===== src/rtl/tf_pkg.sv =====
// ---------------------------------------------------------------------------
// tf_pkg -- shared definitions for the twiddle-factor generator.
//   tf_state_e     : command FSM states (IDLE, ARMED, RUN)
//   DEF_*          : default parameter values for tf_gen / mod_mul
//   CFG_SEL_*      : cfg_sel encodings selecting the table to write
// ---------------------------------------------------------------------------
package tf_pkg;

  localparam int DEF_P_WIDTH = 14;     // twiddle / modulus width
  localparam int DEF_Q       = 12289;  // NTT prime modulus
  localparam int DEF_STAGES  = 4;      // table depth
  localparam int DEF_D_WIDTH = 4;      // it_depth_cnt / tf_cnt width

  localparam logic CFG_SEL_ROOT = 1'b0;  // write root_tbl (step roots)
  localparam logic CFG_SEL_GRP  = 1'b1;  // write grp_tbl (group roots)

  typedef enum logic [1:0] {
    IDLE  = 2'd0,
    ARMED = 2'd1,
    RUN   = 2'd2
  } tf_state_e;

endpackage


===== src/rtl/mod_mul.sv =====
// ---------------------------------------------------------------------------
// mod_mul -- combinational modular multiplier, p = (a * b) mod Q.
//   a, b : operands, each expected to be < Q
//   p    : reduced product, always < Q
// The product is formed at full 2*P_WIDTH width so nothing is lost before
// the reduction.
// ---------------------------------------------------------------------------
module mod_mul #(
  parameter int P_WIDTH = 14,
  parameter int Q       = 12289
) (
  input  logic [P_WIDTH-1:0] a,
  input  logic [P_WIDTH-1:0] b,
  output logic [P_WIDTH-1:0] p
);

  localparam int PW2 = 2 * P_WIDTH;
  localparam logic [PW2-1:0] Q_W = PW2'(Q);

  logic [PW2-1:0] prod_s;
  logic [PW2-1:0] rem_s;

  // Full-width product followed by reduction modulo Q.
  always_comb begin
    prod_s = PW2'(a) * PW2'(b);
    rem_s  = prod_s % Q_W;
    p      = P_WIDTH'(rem_s);
  end

endmodule


===== src/rtl/tf_gen.sv =====
// ---------------------------------------------------------------------------
// tf_gen -- twiddle-factor generator driven by the NTT controller.
// Keeps a running base (advanced by the stage step root on every TF_ren) and
// a group base (advanced by the stage group root on every TF_wen).
//   clk, rst       : clock, synchronous active-high reset
//   TF_init_base   : running base and group base back to 1, FSM -> ARMED
//   TF_init_const  : latch stage from it_depth_cnt, load step root
//   TF_ren         : emit current base on tf_out (1-cycle latency), advance
//   TF_wen         : end of BU group, advance group base, restart base
//   it_depth_cnt   : stage index from the controller
//   cfg_we/sel/addr/data : table write port, accepted only in IDLE
//   tf_out/tf_valid: twiddle factor and its valid strobe
//   tf_cnt         : twiddles emitted since last init/wen (wraps)
//   cfg_err        : sticky config / stage-index error
// ---------------------------------------------------------------------------
module tf_gen
  import tf_pkg::*;
#(
  parameter int P_WIDTH = DEF_P_WIDTH,
  parameter int Q       = DEF_Q,
  parameter int STAGES  = DEF_STAGES,
  parameter int D_WIDTH = DEF_D_WIDTH
) (
  input  logic                       clk,
  input  logic                       rst,
  input  logic                       TF_init_base,
  input  logic                       TF_init_const,
  input  logic                       TF_ren,
  input  logic                       TF_wen,
  input  logic [D_WIDTH-1:0]         it_depth_cnt,
  input  logic                       cfg_we,
  input  logic                       cfg_sel,
  input  logic [$clog2(STAGES)-1:0]  cfg_addr,
  input  logic [P_WIDTH-1:0]         cfg_data,
  output logic [P_WIDTH-1:0]         tf_out,
  output logic                       tf_valid,
  output logic [D_WIDTH-1:0]         tf_cnt,
  output logic                       cfg_err
);

  localparam int AW = $clog2(STAGES);
  localparam logic [P_WIDTH-1:0] P_ONE   = {{(P_WIDTH-1){1'b0}}, 1'b1};
  localparam logic [D_WIDTH-1:0] CNT_ONE = {{(D_WIDTH-1){1'b0}}, 1'b1};
  localparam logic [D_WIDTH-1:0] CNT_ZERO = {D_WIDTH{1'b0}};

  logic [P_WIDTH-1:0] root_tbl_r [STAGES];
  logic [P_WIDTH-1:0] grp_tbl_r  [STAGES];

  tf_state_e          state_r;
  tf_state_e          state_nxt_s;
  logic [P_WIDTH-1:0] base_r;
  logic [P_WIDTH-1:0] grp_r;
  logic [P_WIDTH-1:0] step_r;
  logic [D_WIDTH-1:0] stage_r;

  logic               depth_bad_s;
  logic [AW-1:0]      idx_s;
  logic               init_any_s;
  logic               ren_acc_s;
  logic               wen_acc_s;
  logic [P_WIDTH-1:0] base_step_s;
  logic [P_WIDTH-1:0] grp_next_s;

  // Stage index clamp and command acceptance; init commands mask wen/ren.
  always_comb begin
    depth_bad_s = (int'(it_depth_cnt) >= STAGES);
    if (depth_bad_s) begin
      idx_s = AW'(STAGES - 1);
    end else begin
      idx_s = AW'(it_depth_cnt);
    end
    init_any_s = TF_init_base | TF_init_const;
    wen_acc_s  = TF_wen & (state_r != IDLE) & ~init_any_s;
    ren_acc_s  = TF_ren & (state_r != IDLE) & ~init_any_s;
  end

  mod_mul #(.P_WIDTH(P_WIDTH), .Q(Q)) u_base_mul (
    .a (base_r),
    .b (step_r),
    .p (base_step_s)
  );

  mod_mul #(.P_WIDTH(P_WIDTH), .Q(Q)) u_grp_mul (
    .a (grp_r),
    .b (grp_tbl_r[idx_s]),
    .p (grp_next_s)
  );

  // FSM next-state logic.
  always_comb begin
    state_nxt_s = state_r;
    case (state_r)
      IDLE: begin
        if (TF_init_base) begin
          state_nxt_s = ARMED;
        end else begin
          state_nxt_s = IDLE;
        end
      end
      ARMED: begin
        if (TF_init_base) begin
          state_nxt_s = ARMED;
        end else if (ren_acc_s) begin
          state_nxt_s = RUN;
        end else begin
          state_nxt_s = ARMED;
        end
      end
      RUN: begin
        if (TF_init_base) begin
          state_nxt_s = ARMED;
        end else if (wen_acc_s && !ren_acc_s) begin
          state_nxt_s = ARMED;
        end else begin
          state_nxt_s = RUN;
        end
      end
      default: begin
        state_nxt_s = IDLE;
      end
    endcase
  end

  // FSM state register.
  always_ff @(posedge clk) begin
    if (rst) begin
      state_r <= IDLE;
    end else begin
      state_r <= state_nxt_s;
    end
  end

  // Root / group tables, writable only while IDLE.
  always_ff @(posedge clk) begin
    if (rst) begin
      for (int i = 0; i < STAGES; i++) begin
        root_tbl_r[i] <= P_ONE;
        grp_tbl_r[i]  <= P_ONE;
      end
    end else if (cfg_we && (state_r == IDLE)) begin
      if (cfg_sel == CFG_SEL_GRP) begin
        grp_tbl_r[cfg_addr] <= cfg_data;
      end else begin
        root_tbl_r[cfg_addr] <= cfg_data;
      end
    end
  end

  // Sticky error: late table write or out-of-range stage index.
  always_ff @(posedge clk) begin
    if (rst) begin
      cfg_err <= 1'b0;
    end else if ((cfg_we && (state_r != IDLE)) ||
                 ((TF_init_const || wen_acc_s) && depth_bad_s)) begin
      cfg_err <= 1'b1;
    end
  end

  // Stage and step root; a wen only reloads when the stage actually moves.
  always_ff @(posedge clk) begin
    if (rst) begin
      stage_r <= CNT_ZERO;
      step_r  <= P_ONE;
    end else if (TF_init_const) begin
      stage_r <= it_depth_cnt;
      step_r  <= root_tbl_r[idx_s];
    end else if (wen_acc_s && (it_depth_cnt != stage_r)) begin
      stage_r <= it_depth_cnt;
      step_r  <= root_tbl_r[idx_s];
    end
  end

  // Running base, group base and emit counter; wen overrides ren's advance.
  always_ff @(posedge clk) begin
    if (rst) begin
      base_r <= P_ONE;
      grp_r  <= P_ONE;
      tf_cnt <= CNT_ZERO;
    end else if (TF_init_base) begin
      base_r <= P_ONE;
      grp_r  <= P_ONE;
      tf_cnt <= CNT_ZERO;
    end else if (wen_acc_s) begin
      base_r <= grp_next_s;
      grp_r  <= grp_next_s;
      tf_cnt <= CNT_ZERO;
    end else if (ren_acc_s) begin
      base_r <= base_step_s;
      tf_cnt <= tf_cnt + CNT_ONE;
    end
  end

  // Registered twiddle output; tf_out holds between emits.
  always_ff @(posedge clk) begin
    if (rst) begin
      tf_out   <= {P_WIDTH{1'b0}};
      tf_valid <= 1'b0;
    end else begin
      tf_valid <= ren_acc_s;
      if (ren_acc_s) begin
        tf_out <= base_r;
      end
    end
  end

endmodule

===== config.mk =====
export PLATFORM = sky130hd
export DESIGN_NAME = tf_gen
export DESIGN_NICKNAME = d
export VERILOG_FILES = /design/src/rtl/tf_pkg.sv /design/src/rtl/mod_mul.sv /design/src/rtl/tf_gen.sv
export SDC_FILE = /design/constraint.sdc
export NUM_CORES = 2
export LEC_CHECK = 0
export ABC_AREA = 0
export CAP_MARGIN = 20
export CORE_UTILIZATION = 42
export CTS_BUF_LIST = sky130_fd_sc_hd__clkbuf_4
export CTS_CLUSTER_SIZE = 25
export DETAILED_ROUTE_END_ITERATION = 10
export PLACE_DENSITY_LB_ADDON = 0.3
export SLEW_MARGIN = 40
export SYNTH_ARGS = -nofsm -noshare
export SYNTH_HDL_FRONTEND = slang
export SYNTH_HIERARCHICAL = 1
export SYNTH_SLANG_ARGS = --single-unit

===== constraint.sdc =====
create_clock -name clk -period 31 [get_ports clk]
set_input_delay 4.65 -clock clk [delete_from_list [all_inputs] [get_ports clk]]
set_output_delay 4.65 -clock clk [all_outputs]
set_load 0.005 [all_outputs]

==> impl_summary.md <==
Setup path
The startpoint type of the worst setup path is an input port. The worst register-to-register path begins at base_r[5]. The slowest cell on the critical path is sky130_fd_sc_hd__or4_1. The critical path is of the in2reg type. The setup slack on the worst flop-to-flop path is between 5 and 6 ns.

The logic depth of the worst register-to-register path is around 70. In this design, the critical path's most frequently occurring cell is sky130_fd_sc_hd__inv_1. The worst path required time is around 32 ns. The delay of the slowest cell on the worst path is about 0.74 ns.

The endpoint arrival time on the critical path is between 20 and 30 ns. In this run the worst path has a maximum fanout of 45. The worst setup path is captured at a flip-flop. In this run the critical register-to-register path is captured at base_r[4].

Floorplan
The starting density of the core is a little over two fifths. 48 I/O pins were placed. In this run the core area contains approximately 110 standard-cell rows.

The die boundary height is between 200 and 300 µm. The area of the core is about 0.087 mm². The floorplan step defined a die boundary enclosing between 0.08 and 0.09 mm². Measured along the x axis, the die boundary spans 300 µm.

Yosys
The main combinational cell family by area after synthesis is simple AND/OR/NAND/NOR gates. The number of flops mapped to enable cells by yosys is 112. Among all flip-flop cells after synthesis, the most frequent one is sky130_fd_sc_hd__edfxtp_1. For this run, asynchronously set or reset flops after synthesis account for 0%. The number of flip-flops and latches in the synthesized netlist is 180.

The cell count after synthesis is ~4700. The number of nets handed over by synthesis was roughly 5200. The fraction of the mapped netlist area in compound gates is between 20% and 30%. The number of warning messages in the yosys log is 6. The adder-cell area share of the yosys netlist is approximately 22%. The portion of synthesized area spent on multiplexers is about 3.1%. The post-synthesis share of cell area spent on and, or, nand and nor gates is between 20% and 30%. The share of the synthesized netlist area taken by xor and xnor gates is about 5.5%. Counting distinct cell types in the post-synthesis netlist gives 143. In this run the cell area of the synthesized design comes to 0.0372 mm². In this run the mean area of a mapped cell was 7.98 µm². Sequential elements use around an eighth of the synthesized area.

Timing
The worst path setup slack after routing is approximately 1.8 ns. At the pin with the least slew margin, the transition time is a little under 0.9 ns. Setup violations remaining at the end of the flow were counted as 0. Of the available clock period, the critical path in the final layout requires a little over nine tenths.

The final sum of negative setup slack is 0 ns. Across the routed clock network, the largest skew measured is ~0.047 ns. Measured against its own limit, the worst slew margin works out to between 40 and 50%. The number of max-slew violations in the final report was 0. The number of hold violations in the final report is 0. Setup repair after global routing left no endpoint under its margin.

Timing would allow up to 34.2 MHz. The final critical-path required period is between 20 and 30 ns.

Final layout
Leaving out fill and tap cells, the most frequent cells in the layout are 598 x sky130_fd_sc_hd__nand2_1, 374 x sky130_fd_sc_hd__inv_1, 302 x sky130_fd_sc_hd__and2_1. Counting the fill cells in the layout gives a little under 9000. The area growth from synthesis to final layout is 4.64%. In the final design database the tool counted about 5000 nets. The most frequent standard cell in the layout excluding fill and tap cells is sky130_fd_sc_hd__nand2_1. The post-route netlist has approximately 7.6% of its cells at a drive strength greater than 1. The post-route standard cell area excluding fillers is a little under 0.04 mm². The number of standard cells in the layout, taps in and fillers out is 5748.

Place
The worst slack after detailed placement is roughly 1.3 ns. The half-perimeter wire length of the detailed placement result is 84600 µm. The total placed instance area is between 0.03 and 0.04 mm². In this run, placement finished with an instance count of around 5700. The last weighted congestion value of the routability-driven placer is 0.909. The number of I/O port buffers is 47.

Detailed routing
The overall via count from detail_route is approximately 35000. The number of detailed-route iterations in the first pass is 6. The first routing iteration left between 3000 and 4000 violations. The average routed wire per standard cell is between 15 and 20 µm. The average vias per placed instance is 6.10. The final routed DRC violation total is 0. The count of antenna-violating nets left after detailed routing is 0.

The total wire length is roughly 110000 µm.

Clocking
The clock transition at the registers of the reported paths is roughly 0.16 ns. For the worst-skew pair, the clock arrives at the later sink with an insertion delay of around 0.63 ns. After clock tree synthesis, the setup repair step added 0 buffers. Counting along the longest clock path gives a buffer depth of 2. The number of clock sinks seen by CTS is between 150 and 200. The buffer cell driving the clock tree root is sky130_fd_sc_hd__clkbuf_4. The clock tree from TritonCTS is yes. The total of cells resized after clock tree synthesis is 0. The total number of H-tree levels is 4. Buffers inserted during clock tree synthesis total 17. The number of buffers inserted by hold repair at cts is 0.

Power and ir drop
The cell leakage power is between 15 and 20 nW. The fraction of power consumed by combinational cells is 77.4%. The portion of total power attributed to sequential cells is between 15 and 20%. The share of total power dissipated in the clock network is 7.2%. The largest vdd supply drop is around 0.000052 V.

The net switching power of the design is around 1 mW. The internal power of the cells totals approximately 780 µW. The power density relative to cell area is between 40 and 50 mW/mm².

The switching power share of the total is 56.8%.

Global routing
Global routing consumed, over all layers together, between 20% and 30% of the routing resources. The number of global-route vias before repair is roughly 33000. Summed over all layers, the global routing overflow is 0. The first global-routing pass estimated 176000 µm of wire. Entering global routing, the biggest net connects 61 pins. The number of antenna violations at the first check in global routing is 2.

Flow run
Max-cap violations in this run came to 0.

Min path
The worst hold path was traced through 2 stages. The end point of the most critical hold path is tf_out[3]. In this run the worst hold path is classified as reg2reg. In this run the most critical hold path is launched from tf_out[3].

Run status
The flow ran to the end, and the final reports show no timing, DRC or antenna violations.
[per-stage QoR]
stage	util (%)	hold WS (ns)	total power, mW
after floorplan	-	0.444	1.36
after global placement	44.2	0.448	1.64
after detailed placement	44.3	0.452	1.65
after CTS	44.6	0.476	1.78
after global routing	44.6	0.498	1.95
final	44.6	0.473	1.81
[layer usage]
layer  track usage, %  wire length [µm]  vias up
met5                0                 0        -
met4             4.08              1280        0
met3             2.31              6260      111
met2             37.9             49200     1119
met1             34.2             51300    17200
li1                 -                 -    16600
[worst max path at each step]
stage	startpoint	to	slack [ns]	depth (start not counted)
3_3_place_gp	it_depth_cnt[3]	base_r[4]	1.33	76
3_5_place_dp	it_depth_cnt[3]	base_r[4]	1.33	76
4_1_cts	it_depth_cnt[3]	base_r[4]	1.95	76
5_1_grt	it_depth_cnt[0]	base_r[8]	0.32	81
6_report	it_depth_cnt[0]	base_r[4]	1.80	81
2_1_floorplan	it_depth_cnt[1]	base_r[4]	4.73	92
[critical path, delay by kind of cell]
family / cells / cell delay [ns]
XOR/XNOR: 4 / 0.90
buffers and inverters: 10 / 1.36
multiplexers: 3 / 1.02
adder cells (fa/ha/maj): 9 / 3.88
AND/OR/NAND/NOR: 28 / 8.68
AO/OA/AOI/OAI: 27 / 9.15
[power by group through the flow]
stage	sequential (mW)	combinational, mW	clock, mW
after floorplan	0.273	1.08	0
after global placement	0.283	1.35	0
after detailed placement	0.284	1.36	0
after CTS	0.278	1.37	0.132
after global routing	0.280	1.53	0.141
final	0.279	1.40	0.130
[Yosys cell counts (106+ instances only)]
library cell	count	area share (%)
sky130_fd_sc_hd__fa_1	282	15
sky130_fd_sc_hd__inv_1	374	3.8
sky130_fd_sc_hd__nand2_1	599	6.0
sky130_fd_sc_hd__nor2_1	274	2.8
sky130_fd_sc_hd__and2_1	302	5.1
sky130_fd_sc_hd__nor3_1	106	1.4
sky130_fd_sc_hd__ha_1	193	6.5
sky130_fd_sc_hd__a21oi_1	226	3.0
sky130_fd_sc_hd__nand3_1	116	1.6
sky130_fd_sc_hd__clkbuf_1	131	1.3
sky130_fd_sc_hd__o21ai_0	150	2.0
sky130_fd_sc_hd__xnor2_1	141	3.3
sky130_fd_sc_hd__edfxtp_1	112	9.0
[kinds of logic after synthesis]
group                      Yosys count
adders and majority gates          479
buffers and inverters              561
AOI/OAI and AO/OA                 1180
muxes                              109
DFF                                180
and+or+nand+nor                   1931
xor gates and xnor gates           228
[layout make-up]
cell class                      count  area (µm²)  area share (%)
Antenna cell                        1        2.50         0.00642
Clock buffer                       17         128           0.328
Clock inverter                     15         130           0.334
Inverter                          374        1400            3.60
Multi-Input combinational cell   3927       30400            78.1
Sequential cell                   180        4730            12.1
Tap cell                         1155        1450            3.71
Timing Repair Buffer               79         698            1.79
[state kept, by name, summed over array words and instances (netlist names)]
| register | cells |
|---|---|
| grp_tbl_r | 56 |
| root_tbl_r | 56 |
| base_r | 14 |
| grp_r | 14 |
| step_r | 14 |
| tf_out | 14 |
| stage_r | 4 |
| tf_cnt | 4 |
| state_r | 2 |
| cfg_err | 1 |
| tf_valid | 1 |
No activity file was read; power rests on OpenSTA's default activity.
